### src/rtl/text_line_scheduler.sv
// Round-robin arbiter that lets one producer at a time write a full text line
// into the character line buffer, with writes confined to vertical blanking.
module text_line_scheduler #(
    parameter int N_REQ      = 2,
    parameter int LINE_CHARS = 30,
    parameter int ADDR_W     = 5
) (
    input  logic                 pclk,
    input  logic                 rst,
    input  logic                 vblnk_in,
    input  logic [N_REQ-1:0]     req_in,
    input  logic [N_REQ-1:0]     char_valid_in,
    input  logic [8*N_REQ-1:0]   char_data_in,
    output logic [N_REQ-1:0]     grant_out,
    output logic                 char_ready_out,
    output logic                 wr_en,
    output logic [ADDR_W-1:0]    wr_addr,
    output logic [7:0]           wr_data,
    output logic                 busy_out,
    output logic                 done_out
);

    localparam int SEL_W = (N_REQ > 1) ? $clog2(N_REQ) : 1;
    localparam logic [ADDR_W-1:0] LAST_ADDR = ADDR_W'(LINE_CHARS - 1);
    localparam logic [SEL_W-1:0]  LAST_SEL  = SEL_W'(N_REQ - 1);

    typedef enum logic [1:0] {
        IDLE,
        WAIT_BLANK,
        WRITE,
        DONE
    } state_t;

    state_t            state;
    logic [SEL_W-1:0]  sel;
    logic [SEL_W-1:0]  ptr;
    logic [SEL_W-1:0]  pick;
    logic [SEL_W-1:0]  next_ptr;
    logic [ADDR_W-1:0] count;
    logic              any_req;
    logic              sel_req;
    logic              sel_valid;
    logic [7:0]        sel_data;
    logic              accept;

    // First requesting index at or after ptr, wrapping; the descending loop
    // lets the closest candidate overwrite farther ones.
    always_comb begin
        // NOTE: every always_comb output gets a default first so no path can
        // leave it unassigned and infer a latch.
        pick = '0;
        for (int i = N_REQ - 1; i >= 0; i--) begin
            int idx;
            idx = int'(ptr) + i;
            if (idx >= N_REQ) idx = idx - N_REQ;
            if (req_in[idx]) pick = SEL_W'(idx);
        end
    end

    assign any_req   = |req_in;
    assign sel_req   = req_in[sel];
    assign sel_valid = char_valid_in[sel];
    assign sel_data  = char_data_in[{sel, 3'b000} +: 8];
    assign next_ptr  = (sel == LAST_SEL) ? '0 : sel + 1'b1;

    assign char_ready_out = (state == WRITE) & vblnk_in & sel_req;
    assign accept         = char_ready_out & sel_valid;
    assign busy_out       = (state != IDLE);

    // NOTE: all sequential state uses non-blocking assignments so every
    // register samples pre-edge values regardless of statement order.
    always_ff @(posedge pclk) begin
        if (rst) begin
            state     <= IDLE;
            sel       <= '0;
            ptr       <= '0;
            count     <= '0;
            grant_out <= '0;
            wr_en     <= 1'b0;
            wr_addr   <= '0;
            wr_data   <= '0;
            done_out  <= 1'b0;
        end else begin
            wr_en    <= 1'b0;
            done_out <= 1'b0;
            case (state)
                IDLE: begin
                    if (any_req) begin
                        sel       <= pick;
                        grant_out <= N_REQ'(1) << pick;
                        count     <= '0;
                        state     <= WAIT_BLANK;
                    end
                end
                WAIT_BLANK: begin
                    if (!sel_req) begin
                        grant_out <= '0;
                        state     <= IDLE;
                    end else if (vblnk_in) begin
                        state <= WRITE;
                    end
                end
                WRITE: begin
                    // Abort keeps already-written characters and leaves ptr alone.
                    if (!sel_req) begin
                        grant_out <= '0;
                        state     <= IDLE;
                    end else if (accept) begin
                        wr_en   <= 1'b1;
                        wr_addr <= count;
                        wr_data <= sel_data;
                        if (count == LAST_ADDR) begin
                            grant_out <= '0;
                            done_out  <= 1'b1;
                            state     <= DONE;
                        end else begin
                            count <= count + 1'b1;
                        end
                    end
                end
                DONE: begin
                    ptr   <= next_ptr;
                    state <= IDLE;
                end
                default: state <= IDLE;
            endcase
        end
    end

endmodule

### config.mk
export PLATFORM = sky130hd
export DESIGN_NAME = text_line_scheduler
export DESIGN_NICKNAME = d
export VERILOG_FILES = /design/src/rtl/text_line_scheduler.sv
export SDC_FILE = /design/constraint.sdc
export NUM_CORES = 1
export LEC_CHECK = 0
export ABC_AREA = 1
export ABC_CLOCK_PERIOD_IN_PS = 1800
export BUFFER_PORTS_ARGS = -buffer_cell sky130_fd_sc_hd__buf_4
export CORE_MARGIN = 2
export CORE_UTILIZATION = 51
export DETAILED_ROUTE_END_ITERATION = 8
export PLACE_DENSITY = 0.75
export SYNTH_ARGS = -nofsm -noshare
export SYNTH_HDL_FRONTEND = slang
export SYNTH_SLANG_ARGS = --single-unit
### constraint.sdc
create_clock -name pclk -period 1.8 [get_ports pclk]
set_input_delay 0.36 -clock pclk [delete_from_list [all_inputs] [get_ports pclk]]
set_output_delay 0.36 -clock pclk [all_outputs]
set_load 0.02 [all_outputs]
==> qor.yml, run 1 <==
run_status:
  status: "completed"
critical_path:
  path_class: "register to output pin"
  end_kind: "output pin"
  startpoint_type: "register"
  cp.required_ns: 1.44
  crit_fanout: 6
  cp.arrival_ns: 1.37
  slowest_delay_ns: 0.43
  worst_path_most_repeated_cell: "inv_1"
  slowest_stage: "dfxtp_1"
  crit_chain: "inv_1 -> ha_1 -> inv_1 -> buf_4"
detailed_routing:
  drt-pass1-iter-count: 4
  wl_per_cell_um: 11.48
  post_drt_via_cell_ratio: 5.086
  ant_nets: 0
  drc: 0
  first_iter_violations: 51
  vias: 1475
  wirelength_mm: 3.330
final_layout:
  final_cell_mix: "67 x nand2_1, 46 x buf_4, 24 x dfxtp_1"
  layout-drive-gt1-share_pct: 24.71
  postLayoutCellArea_mm2: 0.001872
  final_common_cell: "nand2_1"
  area_growth_pct: 25.50
  final_core_util_pct: 67.88
  fin_cells: 290
  antenna_cells: 0
  fin_nets: 290
logic_synthesis:
  synth-seq-cells: 26
  synth_area_per_cell_um2: 6.841
  syn_nets: 248
  yosysSeqAreaShare_pct: 34.90
  syn-cell-area_mm2: 0.001491
  syn_inst: 218
  ys_warn_count: 0
  synth.distinct_cells: 24
clocking:
  postCtsSetupBuffers: 0
  cts_tree: "yes"
  path_clk_slew_ns: 0.15
  htreeDepth: 1
  cts_buffers: 3
  hold_buffers: 0
  clockBufferDepth: 2
  clock_sinks: 26
  cts_root_buffer: "clkbuf_4"
  clk_latency_ns: 0.32
floorplanning:
  io_pins: 42
  rows: 19
  die-height_um: 58.08
  fp.dieW_um: 58.08
  initial_core_util_pct: 54.08
  core_area_mm2: 0.002758
  die-area_mm2: 0.003373
timing:
  slew_viol_final: 0
  setup_tns_ns: 0
  finalSetupViolations: 0
  finalCritPeriodShare_pct: 95.94
  worst_pin_slew_ns: 0.4678
  clock_skew_ns: 0.004511
  finalHoldViolations: 0
  grt_setup_unrepaired: "no"
  slew_headroom_pct: 68.72
  min_period_ns: 1.727
  fmax_mhz: 579.1
power_and_ir_drop:
  p_total_mw: 2.111
  p_leak_nw: 0.9188
  cellPowerDensity_mw_per_mm2: 1128
  ir_drop_mv: 0.8891
global_routing:
  first_global_vias: 1340
  grt_pass1_wl_mm: 5.664
  grt-ovfl-total: 0
  grt_max_degree: 21
  grt_usage_pct: 21.52
  antenna_found_initial: 0
place:
  placed_cells: 286
  place_area_mm2: 0.001817
  hpwl_mm: 2.624
  port_buffers: 41
  gp_congestion: 0.9443
min_path:
  worst_hold_path_type: "primary input to register"
flow_run:
  max_cap_viol_count: 0
synthesized netlist by cell type:
| library cell | count | share of area [%] |
|---|---|---|
| inv_2 | 1 | 0.25 |
| nor3_1 | 1 | 0.34 |
| nor2_2 | 2 | 0.84 |
| nand3_1 | 22 | 7.4 |
| nor2_4 | 1 | 0.75 |
| buf_6 | 2 | 1.5 |
| o21ai_0 | 4 | 1.3 |
| dfxtp_1 | 26 | 35 |
| buf_4 | 2 | 1.0 |
| buf_2 | 2 | 0.67 |
| ha_1 | 7 | 5.9 |
| o211ai_1 | 1 | 0.50 |
| nor3b_1 | 1 | 0.50 |
| inv_1 | 19 | 4.8 |
| clkbuf_1 | 3 | 0.75 |
| nand3_4 | 1 | 1.2 |
| nand4_1 | 10 | 4.2 |
| nand3b_4 | 1 | 1.3 |
| nand2_2 | 2 | 0.84 |
| nand2_1 | 67 | 17 |
| a21oi_2 | 1 | 0.59 |
| nor2_1 | 21 | 5.3 |
| a21oi_1 | 18 | 6.0 |
| nand2_4 | 3 | 2.3 |
routing by layer:
metal	global-route usage (%)	wire length [um]	vias up
met3	2.455	133	6
met4	8.638	53	0
met2	37.82	1654	36
met5	0	0	-
li1	-	-	787
met1	26.69	1489	646
sequential cells by signal (all words and copies together) (netlist names):
signal and count:
state 2, count 5, sel 1, done_out 1, wr_data 8, ptr 1, wr_addr 5, grant_out 2
wr_en 1
power breakdown:
part / leakage, nW / switching (mW) / internal, mW
registers: 0.212 / 0.0835 / 0.661
clock network: 0.0279 / 0.180 / 0.225
logic: 0.679 / 0.589 / 0.371
total: 0.919 / 0.853 / 1.26
cell families after synthesis:
group                      Yosys count  share of synthesized area [%]
and+or+nand+nor                    132                          41.78
AOI/OAI and AO/OA                   24                          8.474
buffers and inverters               29                          8.976
adders and majority gates            7                          5.872
DFF                                 26                          34.90
metrics by stage:
step | hold WS (ns) | setup WS, ns
finish | 0.3127 | 0.07314
global route | 0.3242 | 0.01122
CTS | 0.3051 | 0.04820
detailed placement | 0.4541 | 0.1664
global placement | 0.4523 | 0.2216
floorplan | 0.4830 | 0.2879
worst max-delay path, delay by kind of cell (launching register included):
family,cells,cell delay [ns]
adders and majority gates,1,0.26
DFF,1,0.43
buffers and inverters,3,0.34
final timing paths:
path / startpoint / to / slack, ns / depth (start not counted)
min: req_in[1] / sel / 0.31 / 4
min reg2reg: wr_data[2] / wr_data[2] / 0.47 / 2
max: state[1] / busy_out / 0.07 / 4
max reg2reg: state[1] / grant_out[0] / 0.15 / 7
final cells by class:
| class | instances | area (um^2) |
|---|---|---|
| timing repair buffer | 46 | 345.3 |
| clock inverter | 1 | 30.03 |
| multi-input combinational | 163 | 837.1 |
| sequential | 26 | 523.0 |
| inverter | 20 | 75.07 |
| tap | 31 | 38.79 |
| clock buffer | 3 | 22.52 |
| fill | 256 | 885.9 |
what timing repair did:
item                                    CTS  global route
gates resized for setup                   1             1
cloned                                    0             0
endpoints found under the setup margin    1             3
Note: power is estimated with default switching activity, not from simulation.
==> inputs of run 2 (changes only) <==
Settings changed: CELL_PAD_IN_SITES_DETAIL_PLACEMENT from default to 1, CELL_PAD_IN_SITES_GLOBAL_PLACEMENT from default to 1, CORE_UTILIZATION 51 to 36, PLACE_DENSITY 0.75 to default, PLACE_DENSITY_LB_ADDON from default to 0.08.
==> run 2 against run 1 <==
Against the previous run:
- sequential cell count is the same
- die area grew 39%
- clock skew shrank 0.0017 ns
- clock-buffer cell count is the same
- sequential share of layout area shrank 1.1 points
- critical endpoint is now char_ready_out
- largest cell class unchanged
==> qor.yml, run 2 (synthesis gave the netlist of run 1 again) <==
critical_path:
  r2r_cells: 6  # -1
  cp-endpoint: "char_ready_out"
  cp.required_ns: 1.44  # about the same
  path_class: "register to output pin"
  startpoint_type: "register"
  cp.arrival_ns: 1.34  # -0.03 ns
  startpoint: "state[1]"
  r2r-end: "count[0]"
  reg2reg_slack_ns: 0.26  # +0.11 ns
  r2r_start: "state[1]"
  crit_fanout: 5  # -1
  end_kind: "output pin"
clocking:
  htreeDepth: 1  # unchanged
  postCtsSetupBuffers: 0  # unchanged
  cts_root_buffer: "clkbuf_8"
  cts_tree: "yes"
  cts_buffers: 3  # unchanged
  clockBufferDepth: 2  # unchanged
  path_clk_slew_ns: 0.09  # -0.06 ns
  clock_sinks: 26  # unchanged
  clk_latency_ns: 0.28  # -0.04 ns
final_layout:
  layout-drive-gt1-share_pct: 25.57  # +0.86 points
  area_growth_pct: 30.12
  largest-register: "wr_data"
  reg_top3: "wr_data (8), count (5), wr_addr (5)"
  n_fill_cell: 545  # +110%
  final_cell_mix: "67 x nand2_1, 49 x buf_4, 25 x dfxtp_1"
  antenna_cells: 0  # unchanged
  final_common_cell: "nand2_1"
  largest_reg_flops: 8  # unchanged
  regArea_um2: 521.8  # -0.24%
  fin_nets: 293  # +1.0%
  multiInputGateArea_um2: 842.1  # +0.60%
floorplanning:
  fp.dieW_um: 68.37  # +18%
  rows: 23  # +4
  die-area_mm2: 0.004674  # +39%
  io_pins: 42  # unchanged
  core_area_mm2: 0.004000  # +45%
  die-height_um: 68.37  # +18%
  initial_core_util_pct: 37.28  # -17 points
timing:
  grt_setup_unrepaired: "no"
  finalCritPeriodShare_pct: 94.56  # -1.4 points
  clock_skew_ns: 0.002788  # -0.001723 ns
  finalSetupViolations: 0  # unchanged
  slew_viol_final: 0  # unchanged
  setup_slack_ns: 0.09793  # +0.02479 ns
  worst_pin_slew_ns: 0.3567  # -0.1111 ns
  finalHoldViolations: 0  # unchanged
  min_period_ns: 1.702  # -0.02479 ns
  setup_tns_ns: 0  # unchanged
  slew_headroom_pct: 76.22  # +7.5 points
  fmax_mhz: 587.5  # +1.5%
global_routing:
  antenna_found_initial: 0  # unchanged
  grt_max_degree: 21  # unchanged
  grt-ovfl-total: 0  # unchanged
  first_global_vias: 1465  # +9.3%
  grt_usage_pct: 18.51  # -3.0 points
  grt_pass1_wl_mm: 6.575  # +16%
detailed_routing:
  wl_per_cell_um: 12.89  # +12%
  post_drt_via_cell_ratio: 4.843  # -4.8%
  ant_nets: 0  # unchanged
  first_iter_violations: 50  # -2.0%
  vias: 1511  # +2.4%
  drc: 0  # unchanged
  drt-pass1-iter-count: 4  # unchanged
  wirelength_mm: 4.023  # +21%
place:
  hpwl_mm: 3.161  # +20%
  port_buffers: 41  # unchanged
  gp_congestion: 0.7950  # -16%
  pre_cts_ws_ns: 0.1438  # -0.02261 ns
power_and_ir_drop:
  p_leak_nw: 0.9436  # +2.7%
  ir_drop_mv: 0.5842  # -34%
  cellPowerDensity_mw_per_mm2: 1158  # +2.7%
run_status:
  status: "completed"
flow_run:
  max_cap_viol_count: 0  # unchanged
min_path:
  worst_hold_path_type: "primary input to register"
## run 2: cell types whose count changed in the layout (fill, tap and decap cells not counted), sizes merged
cell / delta
buf: +3
## run 2: report_power, final
part	total [mW]	leakage, nW	internal [mW]	switching, mW
Sequential	0.739	0.211	0.660	0.0785
Clock	0.492	0.0357	0.298	0.194
Combinational	1.02	0.697	0.383	0.633
## run 2: area by class of cell
| type | instances | area share (%) |
|---|---|---|
| clock inverters | 1 | 1.547 |
| repair buffers | 49 | 18.96 |
| flip-flops and latches | 26 | 26.89 |
| multi-input cells | 163 | 43.39 |
| inverters | 20 | 3.868 |
| clock buffers | 3 | 2.128 |
| well taps | 50 | 3.224 |
## run 2: routing by layer
layer	up-vias	wire [um]	GRT usage [%]	share of wire (%)
li1	789	-	-	-
met1	691	1928	23.60	48
met2	26	1892	32.52	47
met3	5	154	2.303	3.8
met4	0	48	5.250	1.2
met5	-	0	0	0
## run 2: critical path: stages, from the launching register on
cell and delay, ns:
dfxtp_1 0.41, ha_1 0.20, nand2_1 0.13, nor2_4 0.17, buf_4 0.16
## run 2: how the worst min path moves through the flow
| stage | startpoint | endpoint | slack [ns] | cells after the start |
|---|---|---|---|---|
| 2_1_floorplan | count[3] | wr_addr[3] | 0.48 | 2 |
| 3_5_place_dp | wr_data[2] | wr_data[2] | 0.46 | 2 |
| 6_report | req_in[1] | sel | 0.38 | 4 |
| 5_1_grt | req_in[1] | sel | 0.40 | 4 |
| 3_3_place_gp | wr_addr[4] | wr_addr[4] | 0.45 | 2 |
| 4_1_cts | req_in[1] | sel | 0.38 | 4 |
## run 2: repair_timing
action                                  4_1_cts  5_1_grt
endpoints found under the setup margin        0       10
hold buffers                                  0        0
resized for setup                             0        2
## run 2: stage by stage
| step | area (um^2) | power [mW] | std cells | hold slack, ns | util [%] |
|---|---|---|---|---|---|
| finish | 1941 | 2.247 | 312 | 0.3823 | 48.51 |
| global route | 1941 | 2.444 | 312 | 0.3995 | 48.51 |
| CTS | 1934 | 2.267 | 312 | 0.3776 | 48.36 |
| detailed placement | 1863 | 1.768 | 308 | 0.4551 | 46.57 |
| global placement | 1863 | 1.755 | 308 | 0.4535 | 46.57 |
| floorplan | 1491 | 1.469 | 218 | 0.4830 | - |
==> inputs of run 3 (changes only) <==
Settings changed: ABC_AREA 1 to 0, CORE_MARGIN 2 to default, CORE_UTILIZATION 36 to 30.
==> run 3 against run 2 <==
Against the previous run:
- total power is 42% lower
- critical path depth decreased by 1
- critical path type unchanged
- final cell count is 20% lower
- fmax decreased by 2.4%
==> qor.yml, run 3 <==
run_status:
  status: "completed"
detailed_routing:
  ant_nets: 0  # unchanged
  vias: 1250  # -17%
  drt-pass1-iter-count: 4  # unchanged
  post_drt_via_cell_ratio: 5.000  # +3.2%
  wirelength_mm: 3.650  # -9.3%
  first_iter_violations: 51  # +2.0%
  wl_per_cell_um: 14.60  # +13%
  drc: 0  # unchanged
timing:
  grt_setup_unrepaired: "yes"
  hold-worst-slack_ns: 0.4131  # +0.03085 ns
  fmax_mhz: 573.2  # -2.4%
  min_period_ns: 1.745  # +0.04253 ns
  finalCritPeriodShare_pct: 96.92  # +2.4 points
  slew_headroom_pct: 68.88  # -7.3 points
  worst_pin_slew_ns: 0.4619  # +0.1052 ns
  setup_tns_ns: 0  # unchanged
  finalSetupViolations: 0  # unchanged
  slew_viol_final: 0  # unchanged
  finalHoldViolations: 0  # unchanged
  clock_skew_ns: 0.001891  # -0.0008972 ns
final_layout:
  antenna_cells: 0  # unchanged
  multiInputGateArea_um2: 762.0  # -9.5%
  area_growth_pct: 41.23
  final_common_cell: "buf_4"
  regArea_um2: 525.5  # +0.72%
  largest-register: "wr_data"
  fin_nets: 231  # -21%
  final_cell_mix: "54 x buf_4, 22 x dfxtp_1, 20 x nand2_1"
  n_fill_cell: 501  # -8.1%
  reg_top3: "wr_data (8), count (5), wr_addr (5)"
  largest_reg_flops: 8  # unchanged
  layout-drive-gt1-share_pct: 38.00  # +12 points
critical_path:
  r2r-end: "count[3]"
  slowest_stage: "dfxtp_2"
  path_class: "register to output pin"
  cp-endpoint: "char_ready_out"
  startpoint_type: "register"
  crit_chain: "mux2_4 -> and3_1 -> buf_4"
  r2r_start: "sel"
  r2r_cells: 5  # -1
  cp.arrival_ns: 1.38  # +0.04 ns
  end_kind: "output pin"
  slowest_delay_ns: 0.39  # -0.02 ns
  cp.required_ns: 1.44  # about the same
  crit_fanout: 7  # +2
  reg2reg_slack_ns: 0.12  # -0.14 ns
  startpoint: "sel"
logic_synthesis:
  synth.distinct_cells: 37  # +54%
  ys_top_cells_by_count: "26 x dfxtp_1, 20 x nand2_1, 16 x nor2_1, 10 x a21oi_1, 9 x mux2i_1"
  synth.top_cell.area_share_pct: 39.43  # +4.5 points
  syn-cell-area_mm2: 0.001320  # -11%
  synth_most_common_cell: "dfxtp_1"
  yosysSeqAreaShare_pct: 39.43  # +4.5 points
  yosys-top-cells-area: "dfxtp_1 39%, mux2i_1 6.8%, ha_1 6.6%, nand2_1 5.7%, a211oi_1 4.5%"
  synth-seq-cells: 26  # unchanged
  synth_area_per_cell_um2: 8.859  # +29%
  ys.flop_type: "dfxtp_1"
  syn_inst: 149  # -32%
  yosysTopAreaCell: "dfxtp_1"
  ys_warn_count: 0  # unchanged
  async_flop_share_pct: 0  # unchanged
  syn_nets: 179  # -28%
  synth-edff-count: 0  # unchanged
power_and_ir_drop:
  p_leak_nw: 0.7855  # -17%
  p_switching_uw: 306.3  # -66%
  p_comb_share_pct: 17.2  # -28 points
  cellPowerDensity_mw_per_mm2: 699.2  # -40%
  pwr-share-clk_pct: 37.3  # +15 points
  power_frac_seq_pct: 45.5  # +13 points
  ir_drop_mv: 0.3291  # -44%
  sw_frac_of_total_pct: 23.50  # -17 points
  internal_power_uw: 997.2  # -26%
floorplanning:
  fp.dieW_um: 68.33  # about the same
  core_area_mm2: 0.004115  # +2.9%
  rows: 23  # unchanged
  initial_core_util_pct: 32.08  # -5.2 points
  io_pins: 42  # unchanged
  die-height_um: 68.33  # about the same
  die-area_mm2: 0.004669  # -0.10%
global_routing:
  grt_pass1_wl_mm: 5.651  # -14%
  grt_max_degree: 28  # +33%
  first_global_vias: 1187  # -19%
  antenna_found_initial: 0  # unchanged
  grt_usage_pct: 16.54  # -2.0 points
  grt-ovfl-total: 0  # unchanged
place:
  port_buffers: 41  # unchanged
  gp_congestion: 0.8336  # +4.9%
  hpwl_mm: 2.830  # -10%
clocking:
  clock_sinks: 26  # unchanged
  clockBufferDepth: 2  # unchanged
  cts_root_buffer: "clkbuf_8"
  cts_tree: "yes"
  clk_latency_ns: 0.27  # about the same
  cts_buffers: 3  # unchanged
  hold_buffers: 0  # unchanged
  path_clk_slew_ns: 0.09  # about the same
  htreeDepth: 1  # unchanged
min_path:
  worst_hold_path_type: "primary input to register"
flow_run:
  max_cap_viol_count: 0  # unchanged
[run 3: cell type report]
class	count	area share, %
clock inverter	1	1.611
clock buffer	3	2.215
multi-input combinational	108	40.87
tap	50	3.356
sequential	26	28.19
timing repair buffer	55	22.35
inverter	7	1.409
[run 3: kinds of logic (layout without fill, tap and decap cells)]
kind of cell	after synthesis	after routing	share of synthesized area, %
simple gates	52	52	20.28
buf+inv	15	66	4.548
flops	26	26	39.43
fa+ha+maj	7	7	6.635
mux	11	11	8.815
compound gates	38	38	20.28
[run 3: repair_timing]
| action | CTS | global route |
|---|---|---|
| buffers inserted | 1 | 1 |
| endpoints found under the setup margin | 2 | 9 |
| gates resized for setup | 1 | 10 |
| pin swaps | 0 | 3 |
| cloned | 0 | 0 |
[run 3: worst max-delay path: cells and delay by family, from the launching register on]
family,cells,cell delay (ns)
and+or+nand+nor,1,0.20
DFF,1,0.39
muxes,1,0.36
buffers and inverters,1,0.15
[run 3: power by group through the flow]
stage / combinational, mW / sequential (mW) / clock [mW]
floorplan: 0.110 / 0.611 / 0
global route: 0.246 / 0.595 / 0.529
detailed placement: 0.216 / 0.607 / 0
CTS: 0.223 / 0.592 / 0.502
finish: 0.224 / 0.593 / 0.486
global placement: 0.208 / 0.606 / 0
[run 3: metal layers]
metal / part of all wire, % / GRT usage, %
met1: 44 / 20.32
met2: 51 / 28.92
met3: 4.1 / 3.500
met4: 1.2 / 4.167
met5: 0 / 0
[run 3: through the flow]
| stage | instances | util [%] | power (mW) | setup slack (ns) | instance area, um^2 |
|---|---|---|---|---|---|
| global placement | 244 | 42.44 | 0.8144 | 0.1064 | 1747 |
| floorplan | 149 | - | 0.7212 | 0.05403 | 1320 |
| global route | 250 | 45.30 | 1.369 | -0.009530 | 1864 |
| finish | 250 | 45.30 | 1.303 | 0.05540 | 1864 |
| CTS | 249 | 44.39 | 1.318 | 0.001834 | 1827 |
| detailed placement | 244 | 42.44 | 0.8228 | 0.04410 | 1747 |
[run 3: how the worst min path moves through the flow]
stage | from | to | slack (ns) | depth (start not counted)
after floorplan | count[4] | wr_addr[4] | 0.47 | 2
after global placement | wr_addr[4] | wr_addr[4] | 0.45 | 2
after detailed placement | wr_addr[0] | wr_addr[0] | 0.45 | 2
after CTS | vblnk_in | wr_en | 0.41 | 3
after global routing | vblnk_in | wr_en | 0.41 | 3
final | vblnk_in | wr_en | 0.41 | 3
